**config.mk**
```make
export PLATFORM = sky130hd
export DESIGN_NAME = mfp_input_debounce
export DESIGN_NICKNAME = d
export VERILOG_FILES = /design/src/rtl/mfp_input_debounce.sv
export SDC_FILE = /design/constraint.sdc
export NUM_CORES = 1
export LEC_CHECK = 0
export CAP_MARGIN = 20
export CORE_MARGIN = 5
export CORE_UTILIZATION = 30
export DETAILED_ROUTE_END_ITERATION = 10
export SETUP_SLACK_MARGIN = 0.3
export SLEW_MARGIN = 30
export SYNTH_ARGS = -nofsm -noshare
export SYNTH_HDL_FRONTEND = slang
export SYNTH_SLANG_ARGS = --single-unit
```
**constraint.sdc**
```tcl
create_clock -name HCLK -period 5.8 [get_ports HCLK]
set_input_delay 0.87 -clock HCLK [delete_from_list [all_inputs] [get_ports HCLK]]
set_output_delay 0.87 -clock HCLK [all_outputs]
set_load 0.005 [all_outputs]
```
**src/rtl/mfp_input_debounce.sv**
```systemverilog
// mfp_input_debounce
// Input conditioning for the Nexys4 DDR pushbuttons and slide switches.
// Each raw input goes through a two-flop synchroniser into HCLK. Its level is
// accepted only after STABLE_TICKS consecutive prescaler ticks sample the
// same new value. The pushbuttons also get registered one-cycle rise and fall
// pulses that line up with the first cycle showing the new debounced level.
module mfp_input_debounce #(
    parameter int N_PB         = 6,
    parameter int N_SW         = 16,
    parameter int TICK_DIV     = 50000,
    parameter int STABLE_TICKS = 10
) (
    input  logic            HCLK,
    input  logic            HRESET,
    input  logic [N_PB-1:0] pbtn_in,
    input  logic [N_SW-1:0] switch_in,
    output logic [N_PB-1:0] pbtn_db,
    output logic [N_SW-1:0] swtch_db,
    output logic [N_PB-1:0] pbtn_rise,
    output logic [N_PB-1:0] pbtn_fall
);

    // Pushbuttons occupy the low bits of the combined bus, switches the high bits.
    localparam int N  = N_PB + N_SW;
    localparam int PW = (TICK_DIV > 1) ? $clog2(TICK_DIV) : 1;
    localparam int CW = $clog2(STABLE_TICKS) + 1;

    localparam logic [PW-1:0] PRESC_LAST = PW'(TICK_DIV - 1);
    localparam logic [CW-1:0] CNT_LAST   = CW'(STABLE_TICKS - 1);

    logic [N-1:0]    meta_q;
    logic [N-1:0]    sync_q;
    logic [PW-1:0]   presc_q;
    logic [PW-1:0]   presc_d;
    logic            tick;
    logic [CW-1:0]   cnt_q [N];
    logic [CW-1:0]   cnt_d [N];
    logic [N-1:0]    db_q;
    logic [N-1:0]    db_d;
    logic [N_PB-1:0] rise_q;
    logic [N_PB-1:0] rise_d;
    logic [N_PB-1:0] fall_q;
    logic [N_PB-1:0] fall_d;

    // Two-flop synchroniser for every asynchronous input bit.
    always_ff @(posedge HCLK) begin
        if (HRESET) begin
            meta_q <= '0;
            sync_q <= '0;
        end else begin
            meta_q <= {switch_in, pbtn_in};
            sync_q <= meta_q;
        end
    end

    // Prescaler next state: wraps at TICK_DIV-1. With TICK_DIV=1 it stays at 0 so tick is constant high.
    always_comb begin
        tick    = (presc_q == PRESC_LAST);
        presc_d = tick ? '0 : presc_q + PW'(1);
    end

    // Per-bit stability counters. A sample that matches the current level restarts the count.
    always_comb begin
        db_d = db_q;
        for (int i = 0; i < N; i++) begin
            cnt_d[i] = cnt_q[i];
            if (tick) begin
                if (sync_q[i] == db_q[i]) begin
                    cnt_d[i] = '0;
                end else if (cnt_q[i] == CNT_LAST) begin
                    db_d[i]  = sync_q[i];
                    cnt_d[i] = '0;
                end else begin
                    cnt_d[i] = cnt_q[i] + CW'(1);
                end
            end
        end
    end

    // Edge pulses are registered together with db so they coincide with the new level.
    always_comb begin
        rise_d = db_d[N_PB-1:0] & ~db_q[N_PB-1:0];
        fall_d = ~db_d[N_PB-1:0] & db_q[N_PB-1:0];
    end

    // State registers; reset clears everything, including a count in progress.
    always_ff @(posedge HCLK) begin
        if (HRESET) begin
            presc_q <= '0;
            db_q    <= '0;
            rise_q  <= '0;
            fall_q  <= '0;
            for (int i = 0; i < N; i++) begin
                cnt_q[i] <= '0;
            end
        end else begin
            presc_q <= presc_d;
            db_q    <= db_d;
            rise_q  <= rise_d;
            fall_q  <= fall_d;
            for (int i = 0; i < N; i++) begin
                cnt_q[i] <= cnt_d[i];
            end
        end
    end

    assign pbtn_db   = db_q[N_PB-1:0];
    assign swtch_db  = db_q[N-1:N_PB];
    assign pbtn_rise = rise_q;
    assign pbtn_fall = fall_q;

endmodule

```
==> impl_metrics.env, run 1 <==
export IMPL_outcome="complete, no violations"
export IMPL_min_delay_path_class="reg2reg"
export IMPL_row_count=64
export IMPL_area_growth_syn_to_layout_pct=19.9
export IMPL_antenna_violating_nets_post_route=0
export IMPL_final_hold_violation_count=0
export IMPL_cp_slowest_stage_delay_ns=0.63
export IMPL_crit_path_top_delay_cell="sky130_fd_sc_hd__nand2b_1"
export IMPL_total_leakage_power_uw=0.00368
export IMPL_power_density_mw_per_mm2=294
export IMPL_crit_fanout=73
export IMPL_numCtsBuffers=23
export IMPL_coreArea_sq_mm=0.0304
export IMPL_area_sequential_sq_mm=0.00408
export IMPL_cp_end_kind="register"
export IMPL_detail_route_wirelength_mm=19.3
export IMPL_worstPathArrival_ns=3.33
export IMPL_synth_enable_flop_cells=0
export IMPL_first_pass_grt_wire_length_mm=33.5
export IMPL_pin_count_of_the_biggest_net_entering_global_routing=98
export IMPL_chipWidth_um=185
export IMPL_final_setup_viol_count=0
export IMPL_first_global_vias=7117
export IMPL_mappedNetlistArea_sq_mm=0.00921
export IMPL_worstSetupStartpointType="register"
export IMPL_min_period_ns=2.97
export IMPL_final_cell_mix="sky130_fd_sc_hd__dfxtp_1, sky130_fd_sc_hd__a21oi_1, sky130_fd_sc_hd__nand3_1, sky130_fd_sc_hd__o21ai_0, sky130_fd_sc_hd__nand2_1"
export IMPL_number_of_antenna_violations_at_the_first_check_in_global_routing=0
export IMPL_detail_route_first_pass_iterations=5
export IMPL_gp_routability_congestion=0.755
export IMPL_syn_inst=1054
export IMPL_num_nets_final=1156
export IMPL_post_drt_via_cell_ratio=4.95
export IMPL_cts_reportedPaths_clkPinSlew_ns=0.06
export IMPL_grt_setup_unrepaired="false"
export IMPL_fraction_of_layout_cells_with_a_size_suffix_above_1_pct=5.17
export IMPL_cts_tree="done"
export IMPL_cts_root_buf="sky130_fd_sc_hd__clkbuf_16"
export IMPL_fmaxAchievable_mhz=336
export IMPL_nFillCells=3118
export IMPL_post_cts_hold_buffers=0
export IMPL_portBuffers=57
export IMPL_die_y_um=185
export IMPL_clock_latency_on_the_worst_skew_pair_ns=0.50
export IMPL_crit_path_cell_trace="ha_1 > and3_1 > nand4_4 > buf_4 > nand2b_1 > o22ai_1"
export IMPL_setup_fix_bufs_post_cts=0
export IMPL_max_cap_violations=0
export IMPL_num_io_pins=58
export IMPL_routed_wire_length_per_instance_um=12.9
export IMPL_die_outline_area_sq_mm=0.0343
export IMPL_timing_max_transition_violations_final=0
export IMPL_global_route_usage_total_pct=11.2
export IMPL_cp_required_ns=6.16
export IMPL_synth_net_count=1123
export IMPL_area_taken_by_multi_input_logic_gates_sq_mm=0.00474
export IMPL_cts_htree_levels=1
export IMPL_ctsLongestPathBuffers=3
export IMPL_postSynthAreaPerCell_sq_um=8.74
export IMPL_drtIter0Drc=432
export IMPL_final_common_cell="sky130_fd_sc_hd__dfxtp_1"
export IMPL_worstMarginPinSlew_ns=0.961
export IMPL_synth_async_reset_ratio_pct=0
export IMPL_synth_top_flop_cell="sky130_fd_sc_hd__dfxtp_1"
export IMPL_timing_setup_tns_ns=0
export IMPL_insertedDiodeCount=0
export IMPL_setup_worst_path_class="reg2reg"
export IMPL_cts_repair_resize_count=0
export IMPL_peakVddDrop_uv=205
export IMPL_max_slew_headroom_at_the_worst_pin_pct=35.1
export IMPL_timing_final_crit_share_pct=51.2
export IMPL_ys_seq_elements=204
export IMPL_routed_via_count=7417
export IMPL_clock_skew_final_ns=0.00831
export IMPL_final_total_power_uw=3250
export IMPL_ys_types=38
export IMPL_start_util_pct=30.3
export IMPL_remaining_drcs=0
export IMPL_clock_sink_count=204
export IMPL_synth_seq_area_share_pct=44.3
export IMPL_global_route_overflow_total=0
export IMPL_place_hpwl_mm=12.0
export IMPL_yosysWarnings=0
path summary, 6_finish.rpt:
check | from | end | slack, ns | cells past startpoint
worst max register to register | presc_q[0]$_SDFF_PP0_ | cnt_q[2][11]$_SDFFE_PP0N_ | 2.83 | 6
worst min register to register | meta_q[13]$_SDFF_PP0_ | sync_q[13]$_SDFF_PP0_ | 0.44 | 1
worst max-delay path | presc_q[0]$_SDFF_PP0_ | cnt_q[2][11]$_SDFFE_PP0N_ | 2.83 | 6
worst min-delay path | meta_q[13]$_SDFF_PP0_ | sync_q[13]$_SDFF_PP0_ | 0.44 | 1
layer usage:
metal	routed length, um	up-vias	global-route usage [%]
met2	8640	101	18.5
met1	9420	3471	15.2
met5	0	-	0
met4	480	0	2.94
li1	-	3809	-
met3	810	36	2.22
metrics by stage:
stage	area (sq um)	utilization (%)	cells	worst slack [ns]	hold WS, ns
floorplan	9210	-	1054	3.68	0.414
global placement	10100	33.2	1458	2.71	0.418
detailed placement	10100	33.2	1458	2.77	0.424
CTS	11000	36.2	1499	2.77	0.439
global route	11000	36.3	1499	2.47	0.455
finish	11000	36.3	1499	2.83	0.436
critical path: cells and delay by family (launching register included):
family / cells / cell delay (ns)
AO/OA/AOI/OAI: 1 / 0.15
AND/OR/NAND/NOR: 3 / 1.51
buffers and inverters: 1 / 0.57
flip-flops: 1 / 0.37
adder cells (fa/ha/maj): 1 / 0.21
report_power, final:
group          switching (uW)  internal (uW)
Clock                     585           1160
Combinational            44.0           32.7
Sequential               8.46           1420
Total                     638           2610
Yosys cell counts, types with 4 or more instances:
library cell / number / share of area (%)
sky130_fd_sc_hd__nand4b_1: 15 / 1.4
sky130_fd_sc_hd__a21oi_1: 97 / 5.3
sky130_fd_sc_hd__dfxtp_1: 204 / 44
sky130_fd_sc_hd__nand2_1: 64 / 2.6
sky130_fd_sc_hd__nor4_1: 12 / 0.81
sky130_fd_sc_hd__nor3b_1: 30 / 2.4
sky130_fd_sc_hd__nor2_1: 56 / 2.3
sky130_fd_sc_hd__o31ai_1: 6 / 0.49
sky130_fd_sc_hd__buf_2: 11 / 0.60
sky130_fd_sc_hd__nor3_1: 24 / 1.3
sky130_fd_sc_hd__o2111ai_1: 12 / 1.1
sky130_fd_sc_hd__inv_1: 51 / 2.1
sky130_fd_sc_hd__o21ai_0: 89 / 4.8
sky130_fd_sc_hd__nor4b_1: 12 / 1.1
sky130_fd_sc_hd__or4_1: 15 / 1.2
sky130_fd_sc_hd__nand4_1: 6 / 0.41
sky130_fd_sc_hd__ha_1: 45 / 6.1
sky130_fd_sc_hd__clkbuf_1: 40 / 1.6
sky130_fd_sc_hd__nand3_1: 89 / 4.8
sky130_fd_sc_hd__and2_1: 9 / 0.61
sky130_fd_sc_hd__nand2b_1: 5 / 0.34
sky130_fd_sc_hd__xnor2_1: 34 / 3.2
sky130_fd_sc_hd__o22ai_1: 4 / 0.27
sky130_fd_sc_hd__nor4bb_1: 22 / 2.4
sky130_fd_sc_hd__nand3b_1: 30 / 2.4
sky130_fd_sc_hd__nor2b_1: 52 / 3.5
kinds of logic after synthesis:
logic type	synth area share (%)
buffers and inverters	4.47
and+or+nand+nor	29.6
adders and majority gates	6.11
DFF	44.3
AOI/OAI and AO/OA	12.1
xor gates and xnor gates	3.42
layout make-up:
cell class                 count  area share, %
timing repair buffer          61           5.48
clock buffer                  27           5.62
multi-input combinational    746           42.9
tap                          396           4.49
sequential                   204           37.0
clock inverter                14           2.76
inverter                      51           1.73
sequential cells by signal, summed over array words and instances (netlist names):
signal	flops
cnt_q	110
db_q	22
meta_q	22
pbtn_fall	6
pbtn_rise	6
presc_q	16
sync_q	22
No activity file was read; power rests on OpenSTA's default activity.
==> inputs of run 2 (changes only) <==
==> constraint.sdc (replaced) <==
create_clock -name HCLK -period 2.41 [get_ports HCLK]
set_input_delay 0.3615 -clock HCLK [delete_from_list [all_inputs] [get_ports HCLK]]
set_output_delay 0.3615 -clock HCLK [all_outputs]
set_load 0.005 [all_outputs]
==> run 2 against run 1 <==
  * Sequential power up 140%
  * Worst hold slack worse by 0.12 ns
  * Cell count up 2.9%
  * Wire length up 10%
  * Non-clock buffer count up 46
  * Worst setup slack worse by 2.5 ns
  * Critical path depth down 2
  * Total power up 110%
  * Critical path type unchanged
  * Critical endpoint is now cnt_q[0][13]$_SDFFE_PP0N_
  * Highest routed layer unchanged
==> impl_metrics.env, run 2 (synthesis results as in run 1) <==
export IMPL_outcome="complete, no violations"
export IMPL_pin_count_of_the_biggest_net_entering_global_routing=77
export IMPL_gp_routability_congestion=0.815
export IMPL_power_share_clock_pct=47.4
export IMPL_fmaxAchievable_mhz=481
export IMPL_max_slew_headroom_at_the_worst_pin_pct=44.0
export IMPL_portBuffers=57
export IMPL_first_pass_grt_wire_length_mm=33.9
export IMPL_num_io_pins=58
export IMPL_number_of_antenna_violations_at_the_first_check_in_global_routing=0
export IMPL_flip_flop_count_of_the_largest_register_after_layout=110
export IMPL_final_cell_mix="sky130_fd_sc_hd__dfxtp_1, sky130_fd_sc_hd__a21oi_1, sky130_fd_sc_hd__nand3_1, sky130_fd_sc_hd__o21ai_0, sky130_fd_sc_hd__nand2_1"
export IMPL_cts_tree="done"
export IMPL_worstMarginPinSlew_ns=0.829
export IMPL_cp_required_ns=2.82
export IMPL_cts_htree_levels=1
export IMPL_drtIter0Drc=395
export IMPL_cts_root_buf="sky130_fd_sc_hd__clkbuf_16"
export IMPL_peakVddDrop_uv=407
export IMPL_insertedDiodeCount=0
export IMPL_worstPathArrival_ns=2.49
export IMPL_global_route_overflow_total=0
export IMPL_area_growth_syn_to_layout_pct=22.9
export IMPL_cts_reportedPaths_clkPinSlew_ns=0.06
export IMPL_final_hold_violation_count=0
export IMPL_instances_no_fill=1543
export IMPL_power_density_mw_per_mm2=609
export IMPL_routed_via_count=7709
export IMPL_cp_end_kind="register"
export IMPL_start_util_pct=30.3
export IMPL_total_switching_power_uw=1460
export IMPL_numPlacedInstances=1491
export IMPL_detail_route_first_pass_iterations=6
export IMPL_timing_final_crit_share_pct=86.3
export IMPL_timing_max_transition_violations_final=0
export IMPL_num_nets_final=1202
export IMPL_crit_fanout=5
export IMPL_nFillCells=3051
export IMPL_row_count=64
export IMPL_final_common_cell="sky130_fd_sc_hd__dfxtp_1"
export IMPL_pwr_share_comb_pct=2.9
export IMPL_grt_setup_unrepaired="true"
export IMPL_p_sw_share_pct=21.1
export IMPL_remaining_drcs=0
export IMPL_seqPwrFrac_pct=49.7
export IMPL_final_setup_viol_count=0
export IMPL_timing_setup_tns_ns=0
export IMPL_min_delay_path_class="in2reg"
export IMPL_die_y_um=185
export IMPL_worstSetupStartpointType="register"
export IMPL_ctsLongestPathBuffers=3
export IMPL_chipWidth_um=185
export IMPL_cp_slowest_stage_delay_ns=0.64
export IMPL_antenna_violating_nets_post_route=0
export IMPL_first_global_vias=7151
export IMPL_global_route_usage_total_pct=11.4
export IMPL_detail_route_wirelength_mm=21.3
export IMPL_max_cap_violations=0
export IMPL_routed_wire_length_per_instance_um=13.8
export IMPL_crit_path_top_delay_cell="sky130_fd_sc_hd__or4_4"
export IMPL_clock_sink_count=204
export IMPL_die_outline_area_sq_mm=0.0343
export IMPL_clock_latency_on_the_worst_skew_pair_ns=0.50
export IMPL_post_drt_via_cell_ratio=5.00
export IMPL_crit_path_cell_trace="nor4b_4 > nand4_2 > or4_4 > o31ai_1"
export IMPL_min_period_ns=2.08
export IMPL_total_leakage_power_uw=0.00388
export IMPL_fraction_of_layout_cells_with_a_size_suffix_above_1_pct=8.81
export IMPL_setup_worst_path_class="reg2reg"
export IMPL_coreArea_sq_mm=0.0304
export IMPL_clock_skew_final_ns=0.0137
export IMPL_place_hpwl_mm=12.9
export IMPL_area_sequential_sq_mm=0.00409
export IMPL_area_taken_by_multi_input_logic_gates_sq_mm=0.00476
export IMPL_numCtsBuffers=22
export IMPL_largest_register="cnt_q"
export IMPL_internal_power_uw=5440
[run 2: final timing paths]
| check | from | to | slack (ns) | cells after the start |
|---|---|---|---|---|
| worst max-delay path | presc_q[11]$_SDFF_PP0_ | cnt_q[0][13]$_SDFFE_PP0N_ | 0.33 | 4 |
| worst min-delay path | HRESET | sync_q[1]$_SDFF_PP0_ | 0.31 | 2 |
| worst max register to register | presc_q[11]$_SDFF_PP0_ | cnt_q[0][13]$_SDFFE_PP0N_ | 0.33 | 4 |
| worst min register to register | meta_q[13]$_SDFF_PP0_ | sync_q[13]$_SDFF_PP0_ | 0.43 | 1 |
[run 2: per-layer routing]
layer	part of all wire, %	track usage [%]	up-vias
met5	0	0	-
met2	44	18.6	132
met4	2.9	3.82	0
li1	-	-	3899
met1	48	15.2	3644
met3	4.5	2.30	34
[run 2: cell type report]
class	count	area share, %
clock buffer	33	6.03
clock inverter	5	0.243
inverter	51	1.69
multi-input combinational	747	42.1
sequential	204	36.1
tap	396	4.38
timing repair buffer	107	9.52
[run 2: power groups by stage]
stage	Sequential, uW	Combinational (uW)	Clock (uW)
2_1_floorplan	3500	120	0
3_3_place_gp	3510	199	0
3_5_place_dp	3510	199	0
4_1_cts	3430	200	3390
5_1_grt	3430	219	3530
6_report	3430	197	3270
[run 2: worst max-delay path, delay by kind of cell (launching register included)]
kind,cells,cell delay (ns)
simple gates,3,1.42
flops,1,0.35
compound gates,1,0.23
[run 2: what timing repair did]
| item | in CTS | in global routing |
|---|---|---|
| gates resized for setup | 1 | 10 |
| endpoints found under the setup margin | 21 | 56 |
| gates cloned | 0 | 5 |
| hold endpoints to repair | 0 | 0 |
| hold buffers | 0 | 0 |
| setup buffers | 3 | 6 |
| pin swaps | 1 | 2 |
[run 2: stage by stage]
| step | hold slack, ns | total power, uW | instance area (sq um) | setup WS, ns | util (%) |
|---|---|---|---|---|---|
| after floorplan | 0.414 | 3620 | 9210 | 0.468 | - |
| after global placement | 0.416 | 3700 | 10400 | 0.177 | 34.1 |
| after detailed placement | 0.423 | 3700 | 10400 | 0.164 | 34.1 |
| after CTS | 0.296 | 7020 | 11100 | 0.271 | 36.5 |
| after global routing | 0.338 | 7190 | 11300 | 0.269 | 37.2 |
| final | 0.314 | 6900 | 11300 | 0.329 | 37.2 |
==> inputs of run 3 (changes only) <==
--- a/config.mk
+++ b/config.mk
@@ -6,7 +6,7 @@
 export NUM_CORES = 1
 export LEC_CHECK = 0
 export CAP_MARGIN = 20
-export CORE_MARGIN = 5
+export CORE_MARGIN = 1.5
 export CORE_UTILIZATION = 30
 export DETAILED_ROUTE_END_ITERATION = 10
 export SETUP_SLACK_MARGIN = 0.3
==> run 3 against run 2 <==
  * Flip-flop and latch count stayed put
  * Clock skew is 0.0013 ns lower
  * Register-to-register slack better by 0.05 ns
  * Clock-buffer cell count is 2 higher
  * Sequential power hardly changed
  * Wire length is 0.66% lower
  * Maximum frequency is 2.6% higher
  * Clock power is 2% higher
  * Cell area is 0.61% lower
  * Critical path depth is 2 higher
==> impl_metrics.env, run 3 (synthesis results as in run 1) <==
export IMPL_instances_no_fill=1528
export IMPL_final_total_power_uw=6950
export IMPL_worstPathArrival_ns=2.45
export IMPL_post_drt_via_cell_ratio=4.97
export IMPL_routed_via_count=7596
export IMPL_first_global_vias=7056
export IMPL_global_route_overflow_total=0
export IMPL_fraction_of_layout_cells_with_a_size_suffix_above_1_pct=7.91
export IMPL_place_hpwl_mm=12.7
export IMPL_detail_route_first_pass_iterations=5
export IMPL_die_y_um=178
export IMPL_crit_path_cell_trace="nor4b_4 > nand4_4 > buf_12 > clkbuf_16 > or4_1 > a21oi_1"
export IMPL_worst_setup_path_startpoint="presc_q[7]$_SDFF_PP0_"
export IMPL_min_from="HRESET"
export IMPL_cts_tree="done"
export IMPL_first_pass_grt_wire_length_mm=34.2
export IMPL_num_nets_final=1192
export IMPL_row_count=63
export IMPL_cp_required_ns=2.83
export IMPL_remaining_drcs=0
export IMPL_setup_worst_path_class="reg2reg"
export IMPL_timing_final_crit_share_pct=84.2
export IMPL_gp_routability_congestion=0.795
export IMPL_grt_setup_unrepaired="true"
export IMPL_worstReg2RegEnd="cnt_q[0][18]$_SDFFE_PP0N_"
export IMPL_crit_fanout=11
export IMPL_fmaxAchievable_mhz=493
export IMPL_portBuffers=57
export IMPL_cts_root_buf="sky130_fd_sc_hd__clkbuf_16"
export IMPL_critical_path_endpoint="cnt_q[0][18]$_SDFFE_PP0N_"
export IMPL_max_slew_headroom_at_the_worst_pin_pct=48.2
export IMPL_antenna_violating_nets_post_route=0
export IMPL_global_route_usage_total_pct=12.9
export IMPL_ctsLongestPathBuffers=3
export IMPL_timing_setup_tns_ns=0
export IMPL_final_common_cell="sky130_fd_sc_hd__dfxtp_1"
export IMPL_clock_skew_final_ns=0.0124
export IMPL_nFillCells=2970
export IMPL_coreArea_sq_mm=0.0300
export IMPL_worstSetupStartpointType="register"
export IMPL_power_density_mw_per_mm2=617
export IMPL_flip_flop_count_of_the_largest_register_after_layout=110
export IMPL_num_io_pins=58
export IMPL_clock_latency_on_the_worst_skew_pair_ns=0.50
export IMPL_cp_slowest_stage_delay_ns=0.49
export IMPL_drtIter0Drc=510
export IMPL_r2r_start="presc_q[7]$_SDFF_PP0_"
export IMPL_crit_path_top_delay_cell="sky130_fd_sc_hd__or4_1"
export IMPL_area_growth_syn_to_layout_pct=22.2
export IMPL_insertedDiodeCount=0
export IMPL_timing_max_transition_violations_final=0
export IMPL_largest_register="cnt_q"
export IMPL_placement_setup_worst_slack_ns=0.157
export IMPL_detail_route_wirelength_mm=21.2
export IMPL_numCtsBuffers=22
export IMPL_min_period_ns=2.03
export IMPL_max_cap_violations=0
export IMPL_pin_count_of_the_biggest_net_entering_global_routing=87
export IMPL_final_setup_viol_count=0
export IMPL_die_outline_area_sq_mm=0.0318
export IMPL_worstMarginPinSlew_ns=0.767
export IMPL_number_of_antenna_violations_at_the_first_check_in_global_routing=0
export IMPL_routed_wire_length_per_instance_um=13.9
export IMPL_chipWidth_um=178
export IMPL_area_taken_by_multi_input_logic_gates_sq_mm=0.00475
export IMPL_min_delay_path_class="in2reg"
export IMPL_start_util_pct=30.8
export IMPL_peakVddDrop_uv=434
export IMPL_ff2ff_setup_slack_ns=0.38
export IMPL_numPlacedInstances=1480
export IMPL_number_of_cells_on_the_worst_reg_to_reg_path=6
export IMPL_layout_setup_ws_ns=0.382
export IMPL_cts_htree_levels=1
export IMPL_cp_end_kind="register"
export IMPL_final_cell_mix="sky130_fd_sc_hd__dfxtp_1, sky130_fd_sc_hd__a21oi_1, sky130_fd_sc_hd__nand3_1, sky130_fd_sc_hd__o21ai_0, sky130_fd_sc_hd__nand2_1"
export IMPL_post_cts_hold_buffers=0
export IMPL_cts_reportedPaths_clkPinSlew_ns=0.06
export IMPL_clock_sink_count=204
export IMPL_outcome="complete, no violations"
export IMPL_area_sequential_sq_mm=0.00408
export IMPL_total_leakage_power_uw=0.00384
export IMPL_final_hold_violation_count=0
run 3: layer usage:
layer,track usage [%],part of all wire [%],up-vias
li1,-,-,3878
met1,17.5,50,3553
met2,21.1,44,137
met3,1.94,3.6,28
met4,3.68,2.3,0
met5,0,0,-
run 3: layout make-up:
cell class                 instances  area share, %
inverter                          51           1.70
tap                              390           4.34
sequential                       204           36.3
timing repair buffer              98           9.02
multi-input combinational        746           42.2
clock buffer                      35           6.23
clock inverter                     4          0.200
run 3: critical path, delay by kind of cell, from the launching register on:
family | cells | cell delay [ns]
AND/OR/NAND/NOR | 3 | 1.06
flip-flops | 1 | 0.39
buffers and inverters | 2 | 0.37
AO/OA/AOI/OAI | 1 | 0.14
run 3: how the worst min path moves through the flow:
stage / to / slack (ns) / cells after the start
after floorplan: sync_q[0]$_SDFF_PP0_ / 0.41 / 1
after global placement: sync_q[10]$_SDFF_PP0_ / 0.42 / 1
after detailed placement: sync_q[15]$_SDFF_PP0_ / 0.42 / 1
after CTS: meta_q[10]$_SDFF_PP0_ / 0.39 / 2
after global routing: meta_q[10]$_SDFF_PP0_ / 0.40 / 2
final: meta_q[17]$_SDFF_PP0_ / 0.39 / 2
run 3: repair_timing:
action | CTS | global route
cloned | 1 | 3
pin swaps | 1 | 4
buffers inserted | 2 | 3
resized for setup | 2 | 6
endpoints found under the setup margin | 17 | 41
run 3: report_power, final:
part           switching [uW]  leakage (uW)  internal, uW
Combinational             111       0.00183          84.9
Sequential               22.3       0.00165          3410
Clock                    1340      0.000358          1980
Total                    1470       0.00384          5480
run 3: metrics by stage:
step                hold WS [ns]  utilization [%]  area (sq um)
finish                     0.385             37.6         11300
global route               0.403             37.6         11300
CTS                        0.390             37.1         11100
detailed placement         0.420             34.5         10300
global placement           0.419             34.5         10300
floorplan                  0.414                -          9210
